File: config.mk
export PLATFORM = sky130hd
export DESIGN_NAME = if_fetch_unit_flat
export DESIGN_NICKNAME = d
export VERILOG_FILES = /design/src/rtl/if_fetch_unit_if.sv /design/src/rtl/if_fetch_unit.sv /design/src/flat_wrapper.sv
export SDC_FILE = /design/constraint.sdc
export NUM_CORES = 1
export LEC_CHECK = 0
export CORE_UTILIZATION = 50
export DETAILED_ROUTE_END_ITERATION = 7
export GPL_TIMING_DRIVEN = 0
export PLACE_DENSITY = 0.93
export SYNTH_ARGS = -nofsm -noshare
export SYNTH_HDL_FRONTEND = slang
export SYNTH_SLANG_ARGS = --single-unit
File: constraint.sdc
create_clock -name clk -period 6.7 [get_ports clk]
set_input_delay 1.005 -clock clk [delete_from_list [all_inputs] [get_ports clk]]
set_output_delay 1.005 -clock clk [all_outputs]
set_load 0.1 [all_outputs]
File: src/rtl/if_fetch_unit_if.sv
// Instruction-memory request bus between the fetch stage (master) and imem (slave).
// Handshake: imem_req/imem_addr hold steady until a cycle where imem_req && imem_ready; that cycle transfers imem_rdata.
interface if_fetch_unit_if;
    logic        imem_req;
    logic [31:0] imem_addr;
    logic        imem_ready;
    logic [31:0] imem_rdata;

    modport master (
        output imem_req,
        output imem_addr,
        input  imem_ready,
        input  imem_rdata
    );

    modport slave (
        input  imem_req,
        input  imem_addr,
        output imem_ready,
        output imem_rdata
    );
endinterface

File: src/rtl/if_fetch_unit.sv
// MIPS instruction-fetch stage: owns the PC, fetches over the imem bus and feeds IF/ID.
// Branch/jump redirects take effect after the delay-slot instruction has been delivered.
module if_fetch_unit #(
    parameter logic [31:0] RESET_PC = 32'h0000_3000,
    parameter logic [31:0] NOP_WORD = 32'h0000_0000
) (
    input  logic                   clk,
    input  logic                   reset,
    input  logic                   stall,
    input  logic                   redirect,
    input  logic [31:0]            redirect_pc,
    if_fetch_unit_if.master        imem,
    output logic [31:0]            Ins_out,
    output logic [31:0]            nextAddress_out,
    output logic                   IRWrite,
    output logic                   fetch_valid,
    output logic                   addr_exc,
    output logic                   state_dbg
);

    typedef enum logic {
        S_REQ   = 1'b0,
        S_VALID = 1'b1
    } fetch_state_e;

    fetch_state_e state;
    logic [31:0]  pc;
    logic [31:0]  ins_hold;
    logic         exc_hold;
    logic         pend_valid;
    logic [31:0]  pend_pc;

    logic         pc_misaligned;
    logic         accept;
    logic         redirect_live;
    logic [31:0]  pc_plus4;

    assign pc_misaligned = |pc[1:0];
    assign pc_plus4      = pc + 32'd4;
    assign accept        = (state == S_VALID) && !stall;
    assign redirect_live = redirect && !stall;

    always_ff @(posedge clk) begin
        if (reset) begin
            state      <= S_REQ;
            pc         <= RESET_PC;
            ins_hold   <= NOP_WORD;
            exc_hold   <= 1'b0;
            pend_valid <= 1'b0;
            pend_pc    <= RESET_PC;
        end else begin
            case (state)
                S_REQ: begin
                    // A misaligned PC never reaches memory; it becomes a NOP flagged as an exception.
                    if (pc_misaligned) begin
                        state    <= S_VALID;
                        exc_hold <= 1'b1;
                        ins_hold <= NOP_WORD;
                    end else if (imem.imem_ready) begin
                        state    <= S_VALID;
                        exc_hold <= 1'b0;
                        ins_hold <= imem.imem_rdata;
                    end
                    // The in-flight fetch is the delay slot, so the target waits until it is accepted.
                    if (redirect_live) begin
                        pend_valid <= 1'b1;
                        pend_pc    <= redirect_pc;
                    end
                end
                S_VALID: begin
                    if (!stall) begin
                        state      <= S_REQ;
                        exc_hold   <= 1'b0;
                        pend_valid <= 1'b0;
                        if (redirect) begin
                            pc <= redirect_pc;
                        end else if (pend_valid) begin
                            pc <= pend_pc;
                        end else begin
                            pc <= pc_plus4;
                        end
                    end
                end
                default: begin
                    state <= S_REQ;
                end
            endcase
        end
    end

    // The request is withdrawn in a reset cycle so memory drops it cleanly.
    assign imem.imem_req  = (state == S_REQ) && !pc_misaligned && !reset;
    assign imem.imem_addr = pc;

    assign fetch_valid     = (state == S_VALID);
    assign Ins_out         = (state == S_VALID) ? ins_hold : NOP_WORD;
    assign addr_exc        = (state == S_VALID) && exc_hold;
    assign IRWrite         = accept;
    assign nextAddress_out = pc_plus4;
    assign state_dbg       = (state == S_VALID);

endmodule

File: src/flat_wrapper.sv
// flat-port wrapper written by rule: the top's interface ports become plain ports
module if_fetch_unit_flat 
#(
    parameter logic [31:0] RESET_PC = 32'h0000_3000,
    parameter logic [31:0] NOP_WORD = 32'h0000_0000
)
  (clk, reset, stall, redirect, redirect_pc, Ins_out, nextAddress_out, IRWrite, fetch_valid, addr_exc, state_dbg, imem_imem_req, imem_imem_addr, imem_imem_ready, imem_imem_rdata);
  if_fetch_unit_if imem_i ();
  input  logic clk;
  input  logic reset;
  input  logic stall;
  input  logic redirect;
  input  logic [31:0] redirect_pc;
  output logic [31:0] Ins_out;
  output logic [31:0] nextAddress_out;
  output logic IRWrite;
  output logic fetch_valid;
  output logic addr_exc;
  output logic state_dbg;
  output wire logic [$bits(imem_i.imem_req)-1:0] imem_imem_req;
  output wire logic [$bits(imem_i.imem_addr)-1:0] imem_imem_addr;
  input wire logic [$bits(imem_i.imem_ready)-1:0] imem_imem_ready;
  input wire logic [$bits(imem_i.imem_rdata)-1:0] imem_imem_rdata;
  assign imem_imem_req = imem_i.imem_req;
  assign imem_imem_addr = imem_i.imem_addr;
  assign imem_i.imem_ready = imem_imem_ready;
  assign imem_i.imem_rdata = imem_imem_rdata;
  if_fetch_unit #(.RESET_PC(RESET_PC), .NOP_WORD(NOP_WORD)) u_core (.clk(clk), .reset(reset), .stall(stall), .redirect(redirect), .redirect_pc(redirect_pc), .imem(imem_i), .Ins_out(Ins_out), .nextAddress_out(nextAddress_out), .IRWrite(IRWrite), .fetch_valid(fetch_valid), .addr_exc(addr_exc), .state_dbg(state_dbg));
endmodule
==> out/results.tsv, run 1 <==
stage	metric	value	unit
timing	Max Clock Freq	0.207	GHz
route	detailed-route via count	5767	
logic_synthesis	Post-synth EDFFs	0	
floorplanning	Starting Density	0.521	
timing	Clock Skews	0.00982	ns
clocking	cts repair resizes	0	
global_routing	initial antenna violation count	0	
clocking	later-pin clock latency in the skew report	0.36	ns
min_path	Worst Hold Class	reg -> reg	
logic_synthesis	mux contribution to synthesized area	0.0236	
worst_setup_path	crit-path max FO	10	
worst_setup_path	CP endpoint kind	primary output	
place	dpl cells	968	
place	I/O Buffers	168	
route	Routed Antenna Nets	0	
logic_synthesis	register bit total from synthesis	99	
logic_synthesis	sequential area share after synthesis	0.385	
worst_setup_path	crit-path max cell delay	1.26	ns
logic_synthesis	syn nets	737	
timing	setup TNS	0	ns
route	DRC	0	
route	Pre-antenna DRT Iters	6	
clocking	Hold Buf Count CTS	0	
place	Placed Area	6990	µm²
finish	Layout Nets	916	
timing	WHS	0.461	ns
route	Starting DRT DRC Count	534	
clocking	CTS Buf Count	9	
finish	Layout Cells excl Fill	984	
global_routing	grt ovf	0	
logic_synthesis	synth unique cells	57	
worst_setup_path	launch point of the worst reg-to-reg path	u_core.imem.imem_addr[4]	
floorplanning	I/O pin count	170	
global_routing	vias in the first global route	5537	
worst_setup_path	Reg2Reg Depth	6	
logic_synthesis	main combinational cell family by area after synthesis	simple AND/OR/NAND/NOR gates	
clocking	Root Buffer	clkbuf_8	
place	Post-DP HPWL	12.9	mm
power_and_ir_drop	PwrDens	218	nW/µm²
clocking	maximum clock insertion buffer count	2	
global_routing	total track usage	0.333	
logic_synthesis	yosys warns	0	
power_and_ir_drop	Worst VDD drop	125	µV
finish	final core occ	0.734	
power_and_ir_drop	Lkg Pwr	0.00261	µW
min_path	WHS Endpoint	u_core.pend_pc[30]	
worst_setup_path	CP Class	in -> out	
route	final WL	17.6	mm
clocking	Worst-path clk slew	0.09	ns
timing	Final setup viols	0	
worst_setup_path	startpoint types	input pin	
place	gpl congestion	0.917	
min_path	hold path start	u_core.pend_pc[30]	
route	routed wire length per instance	17.8	µm
clocking	CTS Sinks	99	
finish	Area Growth Syn to Fin	40.8	%
clocking	TritonCTS clock tree	done	
clocking	# Post-CTS Setup Buffers	0	
logic_synthesis	mapped cell area	5140	µm²
global_routing	first-pass GRT wire length	27.2	mm
worst_setup_path	cell mode on critical path	clkdlybuf4s50_1	
logic_synthesis	Post-Synth Adder-Cell Area	0.00243	
global_routing	largest net degree at the start of global routing	17	
floorplanning	core area	9860	µm²
finish	Final Instance Area	7240	µm²
floorplanning	DIE AREA	10700	µm²
finish	most common cell after layout, fill and taps aside	clkdlybuf4s50_1	
floorplanning	chip width	103	µm
min_path	hold depth	2	
timing	Fin. Hold Viols	0	
worst_setup_path	crit-path cells	clkdlybuf4s50_1 > nand2b_1 > inv_1 > clkbuf_1 > clkdlybuf4s50_1	
timing	Max Slew Vio Count	0	
logic_synthesis	ys flop type	dfxtp_1	
logic_synthesis	Simple-Gate Fraction of Synth Area	0.271	
run	Max-cap violations	0	
route	vias per cell	5.86	
timing	ratio of final minimum period to clock period	0.720	
logic_synthesis	Post-Synthesis Cells	667	
worst_setup_path	CP max stage cell	clkdlybuf4s50_1	
logic_synthesis	XOR/XNOR Fraction of Synth Area	0.0477	
outcome	status	complete, no violations	
logic_synthesis	syn avg cell area	7.71	µm²
floorplanning	Die Y	103	µm
finish	Ant. Diodes	0	
floorplanning	# rows	36	
logic_synthesis	ys async rst share	0	
clocking	H-tree levels	3	
timing	final period demand of the worst path	4.82	ns
worst_setup_path	Critical path buffers and inverters	4	
worst_setup_path	Worst EP required	5.69	ns
worst_setup_path	Arr. time, crit path	3.82	ns
logic_synthesis	post-synthesis compound-gate area fraction	0.209	
timing	Worst-Margin Slew	1.00	ns
worst_setup_path	Reg2Reg Setup Slack	4.21	ns
worst_setup_path	CP top delay family	buffers and inverters	
timing	Slew headroom	0.329	
finish	most frequent cells in the layout	168 x clkdlybuf4s50_1, 102 x nand2_1, 99 x dfxtp_1, 72 x a21oi_1, 59 x nor2_1	
timing	unrepaired setup endpoints after global routing	false	
finish	layout cells sized above 1	0.0458	
worst_setup_path	worst flop-to-flop path endpoint	u_core.imem.imem_addr[23]	
==> per-layer routing <==
metal,vias up,track usage,wire length [µm]
met4,0,0.182,742
met5,-,0,0
met2,422,0.556,8170
met1,2594,0.398,6520
li1,2675,-,-
met3,76,0.0739,2130
==> tightest hold or removal path: cells and delay by family, from the launching register on <==
family             cells  cell delay, ns
DFF                    1            0.32
and+or+nand+nor        1            0.05
AOI/OAI and AO/OA      1            0.05
==> per-stage QoR <==
step | power (µW) | worst slack [ns]
6_report | 1580 | 1.88
3_3_place_gp | 1100 | 2.03
2_1_floorplan | 969 | 1.48
5_1_grt | 1630 | 1.80
3_5_place_dp | 1110 | 2.00
4_1_cts | 1570 | 2.00
==> synth_stat cells (4+ instances only) <==
library cell,n,area [µm²]
nand4_1,5,31.3
nor3b_1,6,45.0
a21oi_1,72,360
o21ai_0,29,145
and4_1,4,35.0
and3_1,8,50.1
nand2_1,102,383
nand3_2,4,40.0
nand2b_1,4,25.0
and2_1,35,219
xor2_1,13,114
nor4_1,8,50.1
buf_1,5,18.8
a221oi_1,4,35.0
a211oi_1,7,52.6
mux2i_1,11,110
a31oi_1,4,25.0
nor2b_1,5,31.3
nor3_1,10,50.1
inv_1,17,63.8
clkbuf_1,47,176
nand3_1,10,50.1
a22oi_1,32,240
dfxtp_1,99,1980
xnor2_1,15,131
nor2_1,59,221
==> cell families after synthesis <==
family | count (synthesis)
DFF | 99
adders and majority gates | 1
buffers and inverters | 77
xor gates and xnor gates | 28
AOI/OAI and AO/OA | 174
muxes | 12
and+or+nand+nor | 276
==> power by group <==
part	switching (µW)	total, µW	internal (µW)
Clock	215	474	259
Combinational	323	458	135
Sequential	27.2	648	621
Total	565	1580	1020
==> flip-flops by register name, summed over array words and instances, names as in the netlist <==
register and count:
u_core.imem.imem_addr 32, u_core.pend_valid 1, u_core.pend_pc 32, u_core.exc_hold 1, u_core.ins_hold 32, u_core.fetch_valid 1
==> how the worst max path moves through the flow <==
stage | depth (start not counted) | endpoint | from
detailed placement | 5 | IRWrite | stall
floorplan | 3 | imem_imem_req | reset
global route | 6 | nextAddress_out[23] | u_core.imem.imem_addr[4]
finish | 5 | IRWrite | stall
global placement | 5 | IRWrite | stall
CTS | 6 | nextAddress_out[23] | u_core.imem.imem_addr[4]
==> area by class of cell <==
| cell class | count | area (µm²) |
|---|---|---|
| multi-input combinational | 491 | 2850 |
| fill | 741 | 2630 |
| sequential | 99 | 1980 |
| timing repair buffer | 168 | 1680 |
| buffer | 60 | 249 |
| tap | 133 | 166 |
| clock buffer | 10 | 138 |
| clock inverter | 6 | 111 |
| inverter | 17 | 63.8 |
No activity file was read; power rests on OpenSTA's default activity.
==> run 2, diff against run 1 <==
--- a/config.mk
+++ b/config.mk
@@ -5,10 +5,10 @@
 export SDC_FILE = /design/constraint.sdc
 export NUM_CORES = 1
 export LEC_CHECK = 0
-export CORE_UTILIZATION = 50
+export CORE_UTILIZATION = 46
 export DETAILED_ROUTE_END_ITERATION = 7
 export GPL_TIMING_DRIVEN = 0
-export PLACE_DENSITY = 0.93
+export PLACE_DENSITY = 0.87
 export SYNTH_ARGS = -nofsm -noshare
 export SYNTH_HDL_FRONTEND = slang
 export SYNTH_SLANG_ARGS = --single-unit
==> constraint.sdc (replaced) <==
create_clock -name clk -period 4.7 [get_ports clk]
set_input_delay 0.705 -clock clk [delete_from_list [all_inputs] [get_ports clk]]
set_output_delay 0.705 -clock clk [all_outputs]
set_load 0.1 [all_outputs]
==> out/results.tsv, run 2 (same netlist as run 1, synthesis figures left out) <==
stage	metric	value	unit	change
global_routing	total track usage	0.292		-0.0408
route	final WL	16.8	mm	-4.2%
min_path	Worst Hold Class	reg -> reg		
route	Routed Antenna Nets	0		unchanged
route	DRC	0		unchanged
worst_setup_path	Worst EP required	3.99	ns	-1.70 ns
timing	Clock Skews	0.00842	ns	-0.00140 ns
worst_setup_path	startpoint types	register		
route	Starting DRT DRC Count	372		-30%
floorplanning	I/O pin count	170		unchanged
worst_setup_path	Arr. time, crit path	3.69	ns	-0.13 ns
place	gpl congestion	0.862		-6.0%
global_routing	vias in the first global route	5295		-4.4%
place	Placed Area	7010	µm²	+0.23%
worst_setup_path	crit-path max FO	10		unchanged
finish	layout cells sized above 1	0.0447		-0.00118
global_routing	largest net degree at the start of global routing	16		-1
clocking	later-pin clock latency in the skew report	0.36	ns	about the same
finish	fillcell total	930		+26%
worst_setup_path	CP startpoint	u_core.imem.imem_addr[4]		
place	Post-DP HPWL	12.5	mm	-3.1%
floorplanning	Starting Density	0.472		-0.0490
clocking	Hold Buf Count CTS	0		unchanged
min_path	hold path start	u_core.pend_pc[23]		
route	max layer used	met4		
finish	most frequent cells in the layout	168 x clkdlybuf4s50_1, 102 x nand2_1, 99 x dfxtp_1, 72 x a21oi_1, 59 x nor2_1		
route	Pre-antenna DRT Iters	7		+1
global_routing	first-pass GRT wire length	26.4	mm	-2.7%
floorplanning	core area	10900	µm²	+10%
finish	Area Growth Syn to Fin	39.8	%	
floorplanning	Die Y	108	µm	+4.2%
global_routing	initial antenna violation count	0		unchanged
timing	WHS	0.459	ns	-0.00178 ns
clocking	TritonCTS clock tree	done		
finish	area of the multi-input gates	2850	µm²	+0.26%
power_and_ir_drop	Lkg Pwr	0.00258	µW	-1.2%
timing	Worst-Margin Slew	1.01	ns	+0.0120 ns
timing	Final setup viols	0		unchanged
timing	final period demand of the worst path	4.40	ns	
power_and_ir_drop	Worst VDD drop	181	µV	+45%
floorplanning	# rows	38		+5.6%
clocking	CTS Sinks	99		unchanged
worst_setup_path	CP endpoint kind	primary output		
outcome	status	complete, no violations		
floorplanning	chip width	108	µm	+4.2%
clocking	maximum clock insertion buffer count	2		unchanged
global_routing	grt ovf	0		unchanged
run	Max-cap violations	0		unchanged
power_and_ir_drop	PwrDens	291	nW/µm²	+33%
clocking	Worst-path clk slew	0.09	ns	about the same
timing	Max Slew Vio Count	0		unchanged
clocking	H-tree levels	3		unchanged
timing	Max Clock Freq	0.227	GHz	
power_and_ir_drop	Design Power	2090	µW	+32%
timing	ratio of final minimum period to clock period	0.936		
route	routed wire length per instance	17.0	µm	-4.9%
floorplanning	DIE AREA	11600	µm²	+8.5%
timing	Fin. Hold Viols	0		unchanged
clocking	cts repair resizes	0		unchanged
finish	most common cell after layout, fill and taps aside	clkdlybuf4s50_1		
clocking	Root Buffer	clkbuf_8		
finish	storage element area	1980	µm²	unchanged
route	met2 WL	7.89	mm	-3.4%
timing	setup TNS	0	ns	unchanged
worst_setup_path	launch point of the worst reg-to-reg path	u_core.imem.imem_addr[4]		
route	WL met3	1.85	mm	-13%
route	routed length on met1	6.57	mm	+0.83%
worst_setup_path	Reg2Reg Setup Slack	2.28	ns	-1.93 ns
place	I/O Buffers	168		unchanged
route	detailed-route via count	5633		-2.3%
timing	unrepaired setup endpoints after global routing	false		
clocking	# Post-CTS Setup Buffers	0		unchanged
clocking	CTS Buf Count	9		unchanged
worst_setup_path	CP Class	reg -> out		
finish	Final Instance Area	7190	µm²	-0.71%
finish	Ant. Diodes	0		unchanged
finish	Layout Nets	916		unchanged
timing	Slew headroom	0.321		-0.00800
route	vias per cell	5.68		-3.0%
[run 2: layout make-up]
type	instances	area share
buffer	60	0.0346
clock buffer	13	0.0221
clock inverter	3	0.00313
inverter	17	0.00888
multi-input combinational	491	0.397
sequential	99	0.276
tap	140	0.0244
timing repair buffer	168	0.234
[run 2: critical path: stages, from the launching register on]
cell,delay (ns)
dfxtp_1,0.45
nand4_1,0.35
nor4_1,0.60
buf_2,0.34
nand4_1,0.20
xnor2_1,0.23
clkdlybuf4s50_1,1.16
[run 2: power breakdown]
part,internal (µW),switching [µW]
sequential,885,37.3
clock,223,300
combinational,193,454
total,1300,792
[run 2: path summary, 6_finish.rpt]
kind	to	depth (start not counted)
hold / removal	u_core.pend_pc[23]	2
setup / recovery	nextAddress_out[23]	6
setup reg to reg	u_core.imem.imem_addr[21]	6
hold reg to reg	u_core.pend_pc[23]	2
[run 2: routing by layer]
layer / global-route usage / vias up
met1: 0.357 / 2568
li1: - / 2678
met2: 0.478 / 341
met5: 0 / -
met4: 0.146 / 0
met3: 0.0702 / 46
[run 2: through the flow]
stage,setup slack [ns],instances,util
2_1_floorplan,0.0237,667,-
3_5_place_dp,0.554,975,0.643
4_1_cts,0.312,991,0.660
5_1_grt,0.147,991,0.660
6_report,0.302,991,0.660
3_3_place_gp,0.564,975,0.643
